**src/rtl/dmem_pkg.sv**
```systemverilog
// Shared definitions for the data-memory arbiter: FSM encoding, requester ids
// and default sizing.
package dmem_pkg;

  typedef enum logic {
    ARB_IDLE   = 1'b0,
    ARB_LOCKED = 1'b1
  } arb_state_t;

  localparam logic ID_LSU = 1'b0;
  localparam logic ID_DMA = 1'b1;

  localparam int DEFAULT_DEPTH    = 1024;
  localparam int DEFAULT_LOCK_MAX = 16;

endpackage

```
**src/rtl/rr_pick2.sv**
```systemverilog
// Two-way round-robin selector: a lone requester always wins, and on
// contention the port named by ptr wins.
module rr_pick2
  import dmem_pkg::*;
(
  input  logic [1:0] valid,
  input  logic       ptr,
  output logic [1:0] grant
);

  always_comb begin
    grant = 2'b00;
    if (valid == 2'b11) begin
      grant = (ptr == ID_DMA) ? 2'b10 : 2'b01;
    end else begin
      grant = valid;
    end
  end

endmodule

```
**src/rtl/dmem_arbiter.sv**
```systemverilog
// Round-robin arbiter sharing one single-port data memory between the LSU and
// the loader/DMA, with locked bursts guarded by a watchdog.
module dmem_arbiter
  import dmem_pkg::*;
#(
  parameter int DEPTH    = DEFAULT_DEPTH,
  parameter int LOCK_MAX = DEFAULT_LOCK_MAX
) (
  input  logic        clk,
  input  logic        rst,
  input  logic [1:0]  req_valid,
  input  logic [1:0]  req_we,
  input  logic [1:0]  req_lock,
  input  logic [31:0] req_addr0,
  input  logic [31:0] req_addr1,
  input  logic [31:0] req_wdata0,
  input  logic [31:0] req_wdata1,
  output logic [1:0]  req_ready,
  output logic [31:0] mem_a,
  output logic [31:0] mem_wd,
  output logic        mem_we,
  input  logic [31:0] mem_rd,
  output logic        rsp_valid,
  output logic        rsp_id,
  output logic [31:0] rsp_rdata,
  output logic        rsp_err,
  output logic        lock_abort
);

  localparam logic [31:0] DEPTH_W   = 32'(DEPTH);
  localparam logic [7:0]  LOCK_LAST = 8'(LOCK_MAX - 1);

  arb_state_t  state, state_next;
  logic        owner, owner_next;
  logic        rr_ptr, rr_next;
  logic [7:0]  lock_cnt, cnt_next;
  logic        abort_next;

  logic [1:0]  rr_grant;
  logic [1:0]  grant;
  logic        gid;
  logic        accept;
  logic [31:0] gaddr;
  logic [31:0] gwdata;
  logic        gwe;
  logic        in_range;

  rr_pick2 u_pick (
    .valid (req_valid),
    .ptr   (rr_ptr),
    .grant (rr_grant)
  );

  always_ff @(posedge clk) begin
    if (rst) begin
      state      <= ARB_IDLE;
      owner      <= ID_LSU;
      rr_ptr     <= ID_LSU;
      lock_cnt   <= '0;
      lock_abort <= 1'b0;
    end else begin
      state      <= state_next;
      owner      <= owner_next;
      rr_ptr     <= rr_next;
      lock_cnt   <= cnt_next;
      lock_abort <= abort_next;
    end
  end

  // The watchdog counts every locked cycle, beat or not; hitting the limit
  // without a clean release hands the memory back and flags the abort.
  always_comb begin
    state_next = state;
    owner_next = owner;
    rr_next    = rr_ptr;
    cnt_next   = lock_cnt;
    abort_next = 1'b0;
    case (state)
      ARB_IDLE: begin
        if (accept) begin
          rr_next = ~gid;
          if (req_lock[gid]) begin
            state_next = ARB_LOCKED;
            owner_next = gid;
            cnt_next   = 8'd1;
          end
        end
      end
      ARB_LOCKED: begin
        if (accept && !req_lock[owner]) begin
          state_next = ARB_IDLE;
          rr_next    = ~owner;
          cnt_next   = '0;
        end else if (lock_cnt >= LOCK_LAST) begin
          state_next = ARB_IDLE;
          rr_next    = ~owner;
          cnt_next   = '0;
          abort_next = 1'b1;
        end else begin
          cnt_next = lock_cnt + 8'd1;
        end
      end
      default: state_next = ARB_IDLE;
    endcase
  end

  // Grant and memory pins are combinational so an accepted beat reaches the
  // memory in the same cycle; reset silences everything.
  always_comb begin
    grant = 2'b00;
    if (!rst) begin
      if (state == ARB_IDLE) begin
        grant = rr_grant;
      end else if (req_valid[owner]) begin
        grant = owner ? 2'b10 : 2'b01;
      end
    end
    gid       = grant[1];
    accept    = |grant;
    gaddr     = gid ? req_addr1 : req_addr0;
    gwdata    = gid ? req_wdata1 : req_wdata0;
    gwe       = req_we[gid];
    in_range  = gaddr < DEPTH_W;
    req_ready = grant;
    mem_a     = accept ? gaddr : '0;
    mem_wd    = accept ? gwdata : '0;
    mem_we    = accept & gwe & in_range;
  end

  // Read data is taken from the combinational memory port in the accept cycle.
  always_ff @(posedge clk) begin
    if (rst) begin
      rsp_valid <= 1'b0;
      rsp_id    <= 1'b0;
      rsp_rdata <= '0;
      rsp_err   <= 1'b0;
    end else begin
      rsp_valid <= accept;
      rsp_id    <= accept & gid;
      rsp_err   <= accept & ~in_range;
      rsp_rdata <= (accept && !gwe && in_range) ? mem_rd : '0;
    end
  end

endmodule

```
**config.mk**
```make
export PLATFORM = sky130hd
export DESIGN_NAME = dmem_arbiter
export DESIGN_NICKNAME = d
export VERILOG_FILES = /design/src/rtl/dmem_pkg.sv /design/src/rtl/rr_pick2.sv /design/src/rtl/dmem_arbiter.sv
export SDC_FILE = /design/constraint.sdc
export NUM_CORES = 1
export LEC_CHECK = 0
export BUFFER_PORTS_ARGS = -buffer_cell sky130_fd_sc_hd__buf_2
export CAP_MARGIN = 20
export CORE_ASPECT_RATIO = 0.5
export CORE_MARGIN = 3
export CORE_UTILIZATION = 36
export DETAILED_ROUTE_END_ITERATION = 16
export PLACE_DENSITY_LB_ADDON = 0.3
export SYNTH_ARGS = -nofsm -noshare
export SYNTH_HDL_FRONTEND = slang
export SYNTH_HIERARCHICAL = 1
export SYNTH_SLANG_ARGS = --single-unit
```
**constraint.sdc**
```tcl
create_clock -name clk -period 2 [get_ports clk]
set_input_delay 0 -clock clk [delete_from_list [all_inputs] [get_ports clk]]
set_output_delay 0 -clock clk [all_outputs]
set_load 0.005 [all_outputs]
```
==> impl_metrics.toml <==
[logic_synthesis]
synth.cells.most_frequent = "a22o_1 (65), dfxtp_1 (47), inv_1 (38)"
ys_dominant_reg_cell = "dfxtp_1"
synthDistinctLibCells = 43
yosysTopAreaCellShare_pct = 34.6
synth.most_common_cell = "a22o_1"
ys_warn_count = 6
syn_inst = 283
seq_area_frac_synth_pct = 34.6
yosys_register_bits = 47
syn_area_per_cell_um2 = 9.62
synthArstFlopShare_pct = 0
synth_area_mm2 = 0.00272
synth_edf_count = 0
synth_area_leaders = "dfxtp_1 (35%), a22o_1 (21%), a211oi_2 (14%)"
synth_nets = 452
synth_top_cell_by_area = "dfxtp_1"

[layout]
nNetsFinal = 754
postLayoutCoreUtil_pct = 71.2
stdcell_count = 680
syn2layout_area_growth_pct = 82.9
drive_above_1_share_pct = 60.1

[setup_path]
worst-setup-path-type = "register to register"
reg2reg_depth = 8
endpoint_kind = "register"
rrSetupSlack_ns = 0.04
required_ns = 2.20
critPathArrivalTime_ns = 2.16
r2r_start = "rr_ptr"
reg2reg_to = "rsp_rdata[2]"
path_max_fanout = 8
worstSetupStartpointType = "register"

[sta]
skew_ns = 0.00911
hold_ws_ns = 0.0196
max_freq_mhz = 509
rsz0062_at_grt = "true"
finalMaxSlewViolations = 0
period_share_pct = 98.2
worstMarginPinSlew_ns = 0.589
setup_viol = 0
slew_headroom_pct = 60.4
period_needed_ns = 1.96
finalWorstSetupSlack_ns = 0.0359
hold_violations = 0

[drt]
viasPerCell = 5.50
drt-total-wl_mm = 14.2
antenna_left = 0
drtIter0Drc = 370
drt_first_pass_iters = 5
dr_total_vias = 3743
wl_per_cell_um = 20.9
drc = 0

[clock_network]
cts_sinks = 47
insertion_delay_ns = 0.29
cts_root_buf = "clkbuf_16"
htree_levels = 2
cts_buffers = 5
clkTransAtPathRegs_ns = 0.06
cts_tree = "built"
clk_path_buf_depth = 2

[power]
pwr-share-comb_pct = 31.5
peakVddDrop_mv = 0.378
leakagePower_nw = 2.62
switching_share_pct = 28.7
p_seq_share_pct = 34.3
p_clk_share_pct = 34.2
p_per_area_mw_per_mm2 = 570
power.switching_mw = 0.813
total_power_mw = 2.84
internal-power_mw = 2.02

[floorplan]
dieArea_mm2 = 0.00871
top_level_ports = 271
die_h_um = 67.5
fp-row-count = 21
core-area_mm2 = 0.00699
die_w_um = 129
initial_core_util_pct = 39.0

[global_route]
grt.total_usage_pct = 27.6
antenna_found_initial = 4
grt_pass1_wl_mm = 18.1
overflow = 0
grt_max_degree = 36
first_global_vias = 3333

[placed_design]
place_inst = 627
gp_congestion = 1.13
hpwl_mm = 10.1
pre_cts_ws_ns = 0.0555
io_buffers = 270

[worst_hold_path]
hold_path.class = "input port to register"
hold_depth = 2
holdPathEnd = "state"
hp-start = "rst"

[job]
cap_violations = 0

[outcome]
status = "completed"
-- cell families after synthesis --
group,synth area share [%]
xor gates and xnor gates,0.322
muxes,0.414
buffers and inverters,11.9
DFF,34.6
AOI/OAI and AO/OA,40.8
and+or+nand+nor,11.5
adders and majority gates,0.459
-- cells in the final DEF (no fill, tap or decap), types with 2 or more instances in the layout --
| cell | n |
|---|---|
| buf_2 | 270 |
| a22o_1 | 63 |
| dfxtp_1 | 45 |
| inv_1 | 37 |
| dlygate4sd3_1 | 32 |
| a211oi_2 | 29 |
| nor4_1 | 12 |
| clkbuf_16 | 10 |
| buf_12 | 7 |
| a21oi_1 | 6 |
| nand2b_1 | 4 |
| and2_1 | 4 |
| buf_4 | 4 |
| nand3_1 | 3 |
| o21ai_0 | 3 |
| or2_2 | 3 |
| nor3_1 | 3 |
| a21boi_2 | 3 |
| diode_2 | 2 |
| a22o_4 | 2 |
| or4_4 | 2 |
| nand4_1 | 2 |
| nor2_1 | 2 |
| nand2_1 | 2 |
| or3b_2 | 2 |
| nor2b_1 | 2 |
| or3_1 | 2 |
| o21bai_1 | 2 |
| a211oi_4 | 2 |
| buf_16 | 2 |
| buf_6 | 2 |
| dfxtp_2 | 2 |
-- routing by layer --
layer | track usage (%) | vias up | routed length, um
met2 | 40.1 | 242 | 6270
met5 | 5.29 | - | 75
met4 | 7.07 | 4 | 294
met3 | 12.7 | 40 | 1750
met1 | 36.7 | 1773 | 5810
li1 | - | 1684 | -
-- power by group through the flow --
stage	combinational, mW	sequential (mW)	clock (mW)
after floorplan	0.328	0.987	0
after global placement	0.730	0.990	0
after detailed placement	0.731	0.991	0
after CTS	0.826	0.969	0.979
after global routing	0.948	0.975	1.01
final	0.895	0.973	0.970
-- worst max-delay path, stage by stage, from the launching register on --
cell and delay, ns:
dfxtp_2 0.34, inv_2 0.05, a21boi_2 0.06, nand2b_1 0.11, a21o_1 0.25, inv_4 0.08
or4_4 0.57, buf_12 0.19, a211oi_1 0.23
-- metrics by stage --
stage / TNS [ns] / instance area (um2)
3_5_place_dp: 0 / 4160
3_3_place_gp: 0 / 4160
2_1_floorplan: 0 / 2720
4_1_cts: 0 / 4730
5_1_grt: -0.545 / 4980
6_report: 0 / 4980
-- how the worst max path moves through the flow --
stage / cells past startpoint / endpoint / slack (ns) / startpoint
2_1_floorplan: 8 / rsp_rdata[0] / 0.14 / rr_ptr
3_3_place_gp: 6 / rsp_rdata[1] / 0.12 / state
3_5_place_dp: 7 / rsp_rdata[2] / 0.06 / rr_ptr
4_1_cts: 6 / mem_wd[12] / 0.009 / rr_ptr
5_1_grt: 8 / rsp_rdata[1] / -0.05 / rr_ptr
6_report: 8 / rsp_rdata[2] / 0.04 / rr_ptr
-- cell type report --
type	instances	area [um2]
Multi-Input combinational cell	170	1550
Clock inverter	3	47.5
Sequential cell	47	943
Tap cell	92	115
Fill cell	559	2010
Clock buffer	5	125
Inverter	39	149
Antenna cell	2	5.00
Timing Repair Buffer	322	2040
-- registers in the layout, indices dropped and copies added (netlist names) --
register,flops
lock_abort,1
lock_cnt,8
owner,1
rr_ptr,1
rsp_err,1
rsp_id,1
rsp_rdata,32
rsp_valid,1
state,1
-- timing repair --
action,in CTS,in global routing
hold buffers,32,0
setup buffers,0,2
endpoints found under the hold margin,32,0
pin swaps,0,11
gates resized for setup,3,18
setup endpoints to repair,22,97
gates cloned,2,7
Power figures use the tool's default switching activity.
